`src/rtl/motor_cmd_arbiter_if.sv`:
```
// -----------------------------------------------------------------------------
// motor_cmd_arbiter_if
//   Bundles the command-source handshakes and the motor command outputs of
//   motor_cmd_arbiter.
//
//   master : the command sources / PWM side (drives requests and targets)
//   slave  : the arbiter (drives grants, owner, duty/dir commands, busy)
//
//   Signals
//     estop                        emergency stop, level, highest priority
//     rc_req / rc_gnt              remote request (level) / grant
//     rc_duty_l/r, rc_dir_l/r      remote target duty and direction
//     au_req / au_gnt              autonomous request (level) / grant
//     au_duty_l/r, au_dir_l/r      autonomous target duty and direction
//     owner                        0 none, 1 autonomous, 2 remote, 3 estop
//     duty_l/r, dir_l/r            commands to PWM generator / motor drivers
//     busy                         any side not settled on its target
// -----------------------------------------------------------------------------
interface motor_cmd_arbiter_if #(
    parameter int DUTY_W = 8
);
    logic              estop;
    logic              rc_req;
    logic [DUTY_W-1:0] rc_duty_l;
    logic [DUTY_W-1:0] rc_duty_r;
    logic              rc_dir_l;
    logic              rc_dir_r;
    logic              rc_gnt;
    logic              au_req;
    logic [DUTY_W-1:0] au_duty_l;
    logic [DUTY_W-1:0] au_duty_r;
    logic              au_dir_l;
    logic              au_dir_r;
    logic              au_gnt;
    logic [1:0]        owner;
    logic [DUTY_W-1:0] duty_l;
    logic [DUTY_W-1:0] duty_r;
    logic              dir_l;
    logic              dir_r;
    logic              busy;

    modport master (
        output estop,
        output rc_req, rc_duty_l, rc_duty_r, rc_dir_l, rc_dir_r,
        output au_req, au_duty_l, au_duty_r, au_dir_l, au_dir_r,
        input  rc_gnt, au_gnt, owner, duty_l, duty_r, dir_l, dir_r, busy
    );

    modport slave (
        input  estop,
        input  rc_req, rc_duty_l, rc_duty_r, rc_dir_l, rc_dir_r,
        input  au_req, au_duty_l, au_duty_r, au_dir_l, au_dir_r,
        output rc_gnt, au_gnt, owner, duty_l, duty_r, dir_l, dir_r, busy
    );
endinterface

```
`src/rtl/motor_cmd_arbiter.sv`:
```
// -----------------------------------------------------------------------------
// motor_cmd_arbiter
//   Owns the left/right motor duty and direction commands. Arbitrates between
//   estop > remote > autonomous with one registered cycle of latency, slews
//   each side's duty toward its target, and forces duty to zero followed by a
//   dead time of DEAD_CYCLES before any direction reversal.
//
//   Ports
//     clk    : system clock
//     reset  : synchronous, active-high reset
//     bus    : motor_cmd_arbiter_if.slave (requests, targets, grants, owner,
//              duty_l/r, dir_l/r, busy)
//
//   Build option
//     MOTOR_ARB_RAMP_EN defined   : duty slews by RAMP_STEP every RAMP_DIV
//                                   cycles, reversals drain through the ramp.
//     MOTOR_ARB_RAMP_EN undefined : duty follows target every cycle, a
//                                   reversal drops duty to 0 in one cycle.
//     Dead time, arbitration and estop are identical in both builds.
// -----------------------------------------------------------------------------
module motor_cmd_arbiter #(
    parameter int DUTY_W      = 8,
    parameter int RAMP_DIV    = 256,
    parameter int RAMP_STEP   = 8,
    parameter int DEAD_CYCLES = 1000
) (
    input  logic                clk,
    input  logic                reset,
    motor_cmd_arbiter_if.slave  bus
);

    if (RAMP_DIV < 1) begin : g_bad_ramp_div
        $error("motor_cmd_arbiter: RAMP_DIV must be >= 1");
    end
    if (RAMP_STEP < 1 || RAMP_STEP >= (2 ** DUTY_W)) begin : g_bad_ramp_step
        $error("motor_cmd_arbiter: RAMP_STEP must be in [1, 2^DUTY_W)");
    end
    if (DEAD_CYCLES < 1) begin : g_bad_dead
        $error("motor_cmd_arbiter: DEAD_CYCLES must be >= 1");
    end

    localparam int              DEAD_W    = (DEAD_CYCLES > 1) ? $clog2(DEAD_CYCLES) : 1;
    localparam logic [DEAD_W-1:0] DEAD_LOAD = DEAD_W'(DEAD_CYCLES - 1);

    typedef enum logic [1:0] {
        OWN_NONE  = 2'd0,
        OWN_AU    = 2'd1,
        OWN_RC    = 2'd2,
        OWN_ESTOP = 2'd3
    } owner_e;

    typedef enum logic [1:0] {
        ST_RUN,
        ST_DRAIN,
        ST_DEAD
    } side_st_e;

    owner_e            r_owner;
    side_st_e          r_st   [2];
    logic [DUTY_W-1:0] r_duty [2];
    logic              r_dir  [2];
    logic [DEAD_W-1:0] r_dead [2];

    logic [DUTY_W-1:0] w_tgt_duty [2];
    logic              w_tgt_dir  [2];
    logic              w_force;

    // ---------------------------------------------------------------- arbiter
    always_ff @(posedge clk) begin
        if (reset)            r_owner <= OWN_NONE;
        else if (bus.estop)   r_owner <= OWN_ESTOP;
        else if (bus.rc_req)  r_owner <= OWN_RC;
        else if (bus.au_req)  r_owner <= OWN_AU;
        else                  r_owner <= OWN_NONE;
    end

    // Raw estop forces zero on the same edge that registers owner = 3; the
    // registered owner keeps forcing for the cycle after release.
    assign w_force = bus.estop || (r_owner == OWN_ESTOP);

    // ---------------------------------------------------------------- targets
    always_comb begin
        w_tgt_duty[0] = '0;
        w_tgt_duty[1] = '0;
        w_tgt_dir[0]  = r_dir[0];
        w_tgt_dir[1]  = r_dir[1];
        unique case (r_owner)
            OWN_RC: begin
                w_tgt_duty[0] = bus.rc_duty_l;
                w_tgt_duty[1] = bus.rc_duty_r;
                w_tgt_dir[0]  = bus.rc_dir_l;
                w_tgt_dir[1]  = bus.rc_dir_r;
            end
            OWN_AU: begin
                w_tgt_duty[0] = bus.au_duty_l;
                w_tgt_duty[1] = bus.au_duty_r;
                w_tgt_dir[0]  = bus.au_dir_l;
                w_tgt_dir[1]  = bus.au_dir_r;
            end
            default: ;
        endcase
    end

`ifdef MOTOR_ARB_RAMP_EN
    localparam int                PRESC_W    = (RAMP_DIV > 1) ? $clog2(RAMP_DIV) : 1;
    localparam logic [PRESC_W-1:0] PRESC_LAST = PRESC_W'(RAMP_DIV - 1);
    localparam logic [DUTY_W:0]   STEP_X     = (DUTY_W + 1)'(RAMP_STEP);

    logic [PRESC_W-1:0] r_presc;
    logic               w_tick;
    logic [DUTY_W:0]    w_sum   [2];
    logic [DUTY_W:0]    w_diff  [2];
    logic [DUTY_W-1:0]  w_ramp  [2];
    logic [DUTY_W-1:0]  w_drain [2];

    always_ff @(posedge clk) begin
        if (reset || r_presc == PRESC_LAST) r_presc <= '0;
        else                                r_presc <= r_presc + 1'b1;
    end

    assign w_tick = (r_presc == PRESC_LAST);

    // Slew toward target in DUTY_W+1 bits, landing exactly on target.
    always_comb begin
        for (int unsigned i = 0; i < 2; i++) begin
            w_sum[i]  = {1'b0, r_duty[i]} + STEP_X;
            w_diff[i] = {1'b0, r_duty[i]} - {1'b0, w_tgt_duty[i]};
            w_ramp[i] = w_tgt_duty[i];
            if (r_duty[i] < w_tgt_duty[i]) begin
                if (w_sum[i] < {1'b0, w_tgt_duty[i]}) w_ramp[i] = w_sum[i][DUTY_W-1:0];
            end else if (r_duty[i] > w_tgt_duty[i]) begin
                if (w_diff[i] > STEP_X) w_ramp[i] = r_duty[i] - STEP_X[DUTY_W-1:0];
            end
            w_drain[i] = ({1'b0, r_duty[i]} > STEP_X) ? r_duty[i] - STEP_X[DUTY_W-1:0] : '0;
        end
    end
`endif

    // --------------------------------------------------------- side FSMs (L/R)
    always_ff @(posedge clk) begin
        if (reset) begin
            for (int unsigned i = 0; i < 2; i++) begin
                r_st[i]   <= ST_RUN;
                r_duty[i] <= '0;
                r_dir[i]  <= 1'b0;
                r_dead[i] <= '0;
            end
        end else begin
            for (int unsigned i = 0; i < 2; i++) begin
                if (w_force) begin
                    r_st[i]   <= ST_RUN;
                    r_duty[i] <= '0;
                    r_dead[i] <= '0;
                end else begin
                    unique case (r_st[i])
                        ST_RUN: begin
                            if (w_tgt_dir[i] == r_dir[i]) begin
`ifdef MOTOR_ARB_RAMP_EN
                                if (w_tick) r_duty[i] <= w_ramp[i];
`else
                                r_duty[i] <= w_tgt_duty[i];
`endif
                            end else if (r_duty[i] == '0) begin
                                r_st[i]   <= ST_DEAD;
                                r_dead[i] <= DEAD_LOAD;
                            end else begin
`ifdef MOTOR_ARB_RAMP_EN
                                r_st[i]   <= ST_DRAIN;
`else
                                r_duty[i] <= '0;
                                r_st[i]   <= ST_DEAD;
                                r_dead[i] <= DEAD_LOAD;
`endif
                            end
                        end
                        ST_DRAIN: begin
`ifdef MOTOR_ARB_RAMP_EN
                            // DEAD is entered on the same edge duty reaches
                            // zero, so zero-duty time before the flip equals
                            // DEAD_CYCLES exactly.
                            if (w_tgt_dir[i] == r_dir[i]) begin
                                r_st[i] <= ST_RUN;
                            end else if (r_duty[i] == '0) begin
                                r_st[i]   <= ST_DEAD;
                                r_dead[i] <= DEAD_LOAD;
                            end else if (w_tick) begin
                                r_duty[i] <= w_drain[i];
                                if (w_drain[i] == '0) begin
                                    r_st[i]   <= ST_DEAD;
                                    r_dead[i] <= DEAD_LOAD;
                                end
                            end
`else
                            r_duty[i] <= '0;
                            r_st[i]   <= ST_RUN;
`endif
                        end
                        ST_DEAD: begin
                            r_duty[i] <= '0;
                            if (w_tgt_dir[i] == r_dir[i]) begin
                                r_st[i] <= ST_RUN;
                            end else if (r_dead[i] == '0) begin
                                r_dir[i] <= w_tgt_dir[i];
                                r_st[i]  <= ST_RUN;
                            end else begin
                                r_dead[i] <= r_dead[i] - 1'b1;
                            end
                        end
                        default: r_st[i] <= ST_RUN;
                    endcase
                end
            end
        end
    end

    // ---------------------------------------------------------------- outputs
    assign bus.owner  = r_owner;
    assign bus.rc_gnt = (r_owner == OWN_RC);
    assign bus.au_gnt = (r_owner == OWN_AU);
    assign bus.duty_l = r_duty[0];
    assign bus.duty_r = r_duty[1];
    assign bus.dir_l  = r_dir[0];
    assign bus.dir_r  = r_dir[1];
    assign bus.busy   = (r_st[0] != ST_RUN) || (r_st[1] != ST_RUN) ||
                        (r_duty[0] != w_tgt_duty[0]) || (r_duty[1] != w_tgt_duty[1]);

endmodule

```
`src/flat_wrapper.sv`:
```
// flat-port wrapper written by rule: the top's interface ports become plain ports
module motor_cmd_arbiter_flat 
#(
    parameter int DUTY_W      = 8,
    parameter int RAMP_DIV    = 256,
    parameter int RAMP_STEP   = 8,
    parameter int DEAD_CYCLES = 1000
)
  (clk, reset, bus_estop, bus_rc_req, bus_rc_duty_l, bus_rc_duty_r, bus_rc_dir_l, bus_rc_dir_r, bus_au_req, bus_au_duty_l, bus_au_duty_r, bus_au_dir_l, bus_au_dir_r, bus_rc_gnt, bus_au_gnt, bus_owner, bus_duty_l, bus_duty_r, bus_dir_l, bus_dir_r, bus_busy);
  motor_cmd_arbiter_if #(.DUTY_W(DUTY_W)) bus_i ();
  input  logic clk;
  input  logic reset;
  input wire logic [$bits(bus_i.estop)-1:0] bus_estop;
  input wire logic [$bits(bus_i.rc_req)-1:0] bus_rc_req;
  input wire logic [$bits(bus_i.rc_duty_l)-1:0] bus_rc_duty_l;
  input wire logic [$bits(bus_i.rc_duty_r)-1:0] bus_rc_duty_r;
  input wire logic [$bits(bus_i.rc_dir_l)-1:0] bus_rc_dir_l;
  input wire logic [$bits(bus_i.rc_dir_r)-1:0] bus_rc_dir_r;
  input wire logic [$bits(bus_i.au_req)-1:0] bus_au_req;
  input wire logic [$bits(bus_i.au_duty_l)-1:0] bus_au_duty_l;
  input wire logic [$bits(bus_i.au_duty_r)-1:0] bus_au_duty_r;
  input wire logic [$bits(bus_i.au_dir_l)-1:0] bus_au_dir_l;
  input wire logic [$bits(bus_i.au_dir_r)-1:0] bus_au_dir_r;
  output wire logic [$bits(bus_i.rc_gnt)-1:0] bus_rc_gnt;
  output wire logic [$bits(bus_i.au_gnt)-1:0] bus_au_gnt;
  output wire logic [$bits(bus_i.owner)-1:0] bus_owner;
  output wire logic [$bits(bus_i.duty_l)-1:0] bus_duty_l;
  output wire logic [$bits(bus_i.duty_r)-1:0] bus_duty_r;
  output wire logic [$bits(bus_i.dir_l)-1:0] bus_dir_l;
  output wire logic [$bits(bus_i.dir_r)-1:0] bus_dir_r;
  output wire logic [$bits(bus_i.busy)-1:0] bus_busy;
  assign bus_i.estop = bus_estop;
  assign bus_i.rc_req = bus_rc_req;
  assign bus_i.rc_duty_l = bus_rc_duty_l;
  assign bus_i.rc_duty_r = bus_rc_duty_r;
  assign bus_i.rc_dir_l = bus_rc_dir_l;
  assign bus_i.rc_dir_r = bus_rc_dir_r;
  assign bus_i.au_req = bus_au_req;
  assign bus_i.au_duty_l = bus_au_duty_l;
  assign bus_i.au_duty_r = bus_au_duty_r;
  assign bus_i.au_dir_l = bus_au_dir_l;
  assign bus_i.au_dir_r = bus_au_dir_r;
  assign bus_rc_gnt = bus_i.rc_gnt;
  assign bus_au_gnt = bus_i.au_gnt;
  assign bus_owner = bus_i.owner;
  assign bus_duty_l = bus_i.duty_l;
  assign bus_duty_r = bus_i.duty_r;
  assign bus_dir_l = bus_i.dir_l;
  assign bus_dir_r = bus_i.dir_r;
  assign bus_busy = bus_i.busy;
  motor_cmd_arbiter #(.DUTY_W(DUTY_W), .RAMP_DIV(RAMP_DIV), .RAMP_STEP(RAMP_STEP), .DEAD_CYCLES(DEAD_CYCLES)) u_core (.clk(clk), .reset(reset), .bus(bus_i));
endmodule
```
`config.mk`:
```
export PLATFORM = sky130hd
export DESIGN_NAME = motor_cmd_arbiter_flat
export DESIGN_NICKNAME = d
export VERILOG_FILES = /design/src/rtl/motor_cmd_arbiter_if.sv /design/src/rtl/motor_cmd_arbiter.sv /design/src/flat_wrapper.sv
export SDC_FILE = /design/constraint.sdc
export NUM_CORES = 1
export LEC_CHECK = 0
export CAP_MARGIN = 30
export CORE_MARGIN = 1.5
export CORE_UTILIZATION = 45
export DETAILED_ROUTE_END_ITERATION = 16
export PLACE_DENSITY = 0.74
export REMOVE_ABC_BUFFERS = 1
export SYNTH_ARGS = -nofsm -noshare
export SYNTH_HDL_FRONTEND = slang
export SYNTH_SLANG_ARGS = --single-unit
```
`constraint.sdc`:
```
create_clock -name clk -period 3.3 [get_ports clk]
set_clock_uncertainty 0.2 [all_clocks]
set_input_delay 0.66 -clock clk [delete_from_list [all_inputs] [get_ports clk]]
set_output_delay 0.66 -clock clk [all_outputs]
set_load 0.05 [all_outputs]
```
==> results.yml <==
critical_path:
  crit_path_max_fanout: 19
  cpPeakStageDelay_ns: 0.39
  worst_setup_path_end_kind: "primary output"
  worstSetupPathType: "flip-flop to primary output"
  cp_cell_sequence: "inv_1 > ha_4 > buf_12 > a22oi_2 > xnor2_1 > o41ai_2 > o32a_1 > nand4_1 > buf_12"
  startpoint_type: "flip-flop"
  cp_slowest_cell: "dfxtp_1"
  arrival_ns: 2.33
  timing.rr.end: "u_core.r_duty[1][6]$_SDFFCE_PP0P_"
  crit_buf_inv: 3
  cp.depth: 9
  endpoint: "bus_busy"
  critPathTopFamily: "compound AO/OA/AOI/OAI gates"
  rr_startpoint: "u_core.bus.owner[1]$_SDFF_PP0_"
  critical_path.most_common_cell: "buf_12"
  critPathLaunch: "u_core.bus.owner[0]$_SDFF_PP0_"
  ff2ff_path_depth: 9
  critPathRequiredTime_ns: 2.44
  regToRegSetupSlack_ns: 0.53
logic_synthesis:
  ys.flop_type: "edfxtp_1"
  synth_commonest_cells: "edfxtp_1 (40), nor2_1 (28), a22oi_1 (19), o21ai_0 (19), xnor2_1 (17)"
  yosys_warnings: 0
  synth_top_cell_area_share_pct: 45.24
  yosys_register_bits: 42
  synthTopCellsByArea: "edfxtp_1 (45%), xnor2_1 (5.6%), a22oi_1 (5.4%), nor2_1 (4.0%), o21ai_0 (3.6%)"
  synth.most_common_cell: "edfxtp_1"
  avgSynthCellArea_sq_um: 9.981
  synthArstFlopShare_pct: 0
  netlist_area_sq_um: 2655
  yosysSeqAreaShare_pct: 46.75
  synth_top_area_cell: "edfxtp_1"
  synthCells: 266
  synth_cell_types: 42
  synth-edff-count: 40
power:
  seq_power_share_pct: 47.2
  vdd_drop_max_v: 0.0002578
  p_int_mw: 0.9564
  clkPwrFrac_pct: 23.3
  p_per_area_nw_per_um2: 384.7
  p_sw_share_pct: 31.30
  power.switching_mw: 0.4357
  leakage_nw: 1.301
  p_comb_share_pct: 29.5
final_layout:
  insertedDiodeCount: 0
  final_nets: 385
  utilization_pct: 64.52
  final_cell_area_sq_um: 3618
  area_delta_synth_final_pct: 36.29
  layout-drive-gt1-share_pct: 12.39
grt:
  grt_max_degree: 21
  grt_antenna_before_repair: 0
  gr-total-overflow: 0
  grt_pass1_vias: 2170
  grt_usage_pct: 19.88
  grt_pass1_wl_um: 9984
route:
  wirelength_um: 6218
  drt-vias-per-instance: 5.596
  drt_iter0_drc: 115
  routed-via-count: 2300
  wl_per_cell_um: 15.13
  first_pass_iters: 4
  route.detailed.drc: 0
  ant_nets: 0
hold_path:
  hold_class: "flip-flop to flip-flop"
run_status:
  outcome: "complete, no violations"
floorplan:
  start_util_pct: 47.34
  num_rows: 27
  core-area_sq_um: 5608
  io_pins: 64
  die-width_um: 79.81
  dieArea_sq_um: 6370
  die_h_um: 79.81
timing:
  tightest_slew_ns: 0.5252
  final-hold-violation-count: 0
  setup_viol: 0
  relSlewSlack_pct: 64.87
  slew_violations: 0
  fmaxAchievable_mhz: 313.0
  hold_slack_ns: 0.4594
  rsz0062_at_grt: "no"
  fin_crit_sh_pct: 96.80
  fin_crit_ns: 3.194
flow_run:
  drv_cap: 0
placed_design:
  post-dp-hpwl_um: 4616
  post_dp_cell_area_sq_um: 3465
  place_congestion: 0.7962
  port_buffers: 63
cts:
  clk_latency_ns: 0.29
  cts.sink_count: 42
  root_buffer: "clkbuf_8"
  cts_buffer_depth: 2
  cts_tree: "built"
  clkTransAtPathRegs_ns: 0.08
  numCtsBuffers: 5
  postCtsHoldBufs: 0
  htree_levels: 2
  post_cts_buffers: 0
[layer usage]
layer / GRT usage [%] / wire [um] / part of all wire, %
met1: 25.45 / 2759 / 44
met2: 35.34 / 2983 / 48
met3: 3.543 / 442 / 7.1
met4: 3.621 / 33 / 0.53
met5: 0 / 0 / 0
[kinds of logic after synthesis]
group                    synth area share [%]
AND/OR/NAND/NOR                         23.47
AO/OA/AOI/OAI                           15.13
flip-flops                              46.75
buffers and inverters                   3.911
XOR/XNOR                                7.917
adder cells (fa/ha/maj)                 2.827
[per-stage QoR]
stage          power [mW]   TNS, ns  setup slack [ns]  cells
2_1_floorplan      0.9061    -2.882           -0.5217    254
3_3_place_gp        1.060         0         0.0002491    403
3_5_place_dp        1.066  -0.02879          -0.02879    403
4_1_cts             1.388         0          0.008239    411
5_1_grt             1.457         0           0.01064    411
6_report            1.392         0            0.1055    411
[power groups by stage]
stage          combinational (mW)  clock [mW]  sequential (mW)
2_1_floorplan               0.206           0            0.700
3_5_place_dp                0.399           0            0.667
4_1_cts                     0.403       0.329            0.656
3_3_place_gp                0.393           0            0.666
5_1_grt                     0.449       0.346            0.662
6_report                    0.411       0.324            0.657
[layout make-up]
class                           count  area [sq um]
Timing Repair Buffer               77         770.7
Sequential cell                    42          1242
Clock inverter                      3         16.27
Fill cell                         476          1989
Multi-Input combinational cell    198          1378
Inverter                           14         52.55
Clock buffer                        5         68.82
Tap cell                           72         90.09
[cells in the final DEF (no fill, tap or decap), types with 2 or more instances in the layout]
cell type,count
clkbuf_8,5
nand2b_1,6
a21oi_1,11
inv_1,14
edfxtp_1,40
a22oi_1,11
a22oi_2,8
o32a_1,2
nand3b_1,3
xor2_1,7
o21ai_0,19
nand2_1,9
nand3_1,5
ha_1,5
xnor2_1,17
nor3_1,11
nand4_1,4
o41ai_2,2
nor4b_1,7
or3_1,8
or4_1,3
nor2_1,28
buf_4,12
clkdlybuf4s50_1,62
nor4_1,6
nor3b_1,4
and2_1,2
buf_12,3
nor3_2,2
nor2b_1,4
[how the worst min path moves through the flow]
| stage | from | to | slack, ns | depth (start not counted) |
|---|---|---|---|---|
| floorplan | u_core.r_dead[1][4]$_SDFFCE_PN0P_ | u_core.r_dead[1][4]$_SDFFCE_PN0P_ | 0.39 | 2 |
| global placement | u_core.r_dead[1][4]$_SDFFCE_PN0P_ | u_core.r_dead[1][4]$_SDFFCE_PN0P_ | 0.43 | 2 |
| detailed placement | u_core.r_dead[1][4]$_SDFFCE_PN0P_ | u_core.r_dead[1][4]$_SDFFCE_PN0P_ | 0.44 | 2 |
| CTS | u_core.r_dead[1][4]$_SDFFCE_PN0P_ | u_core.r_dead[1][4]$_SDFFCE_PN0P_ | 0.46 | 2 |
| global route | u_core.r_dead[1][4]$_SDFFCE_PN0P_ | u_core.r_dead[1][4]$_SDFFCE_PN0P_ | 0.49 | 2 |
| finish | u_core.r_dead[1][4]$_SDFFCE_PN0P_ | u_core.r_dead[1][4]$_SDFFCE_PN0P_ | 0.46 | 2 |
[state kept, by name, indices dropped and copies added (netlist names)]
name and flops:
u_core.r_dir 2, u_core.r_dead 20, u_core.r_duty 16, u_core.r_st 2, u_core.bus.owner 2
[worst reg2reg max path, stage by stage, from the launching register on]
cell     delay, ns
dfxtp_2       0.39
inv_1         0.05
ha_1          0.17
buf_4         0.22
a22oi_1       0.28
xnor2_1       0.24
nor2b_1       0.35
nand3_1       0.16
inv_1         0.10
nand3_1       0.28
[what timing repair did]
action / in CTS / in global routing
hold endpoints to repair: 0 / 0
gates cloned: 0 / 0
resized for setup: 3 / 10
setup endpoints to repair: 1 / 1
Power figures use the tool's default switching activity.
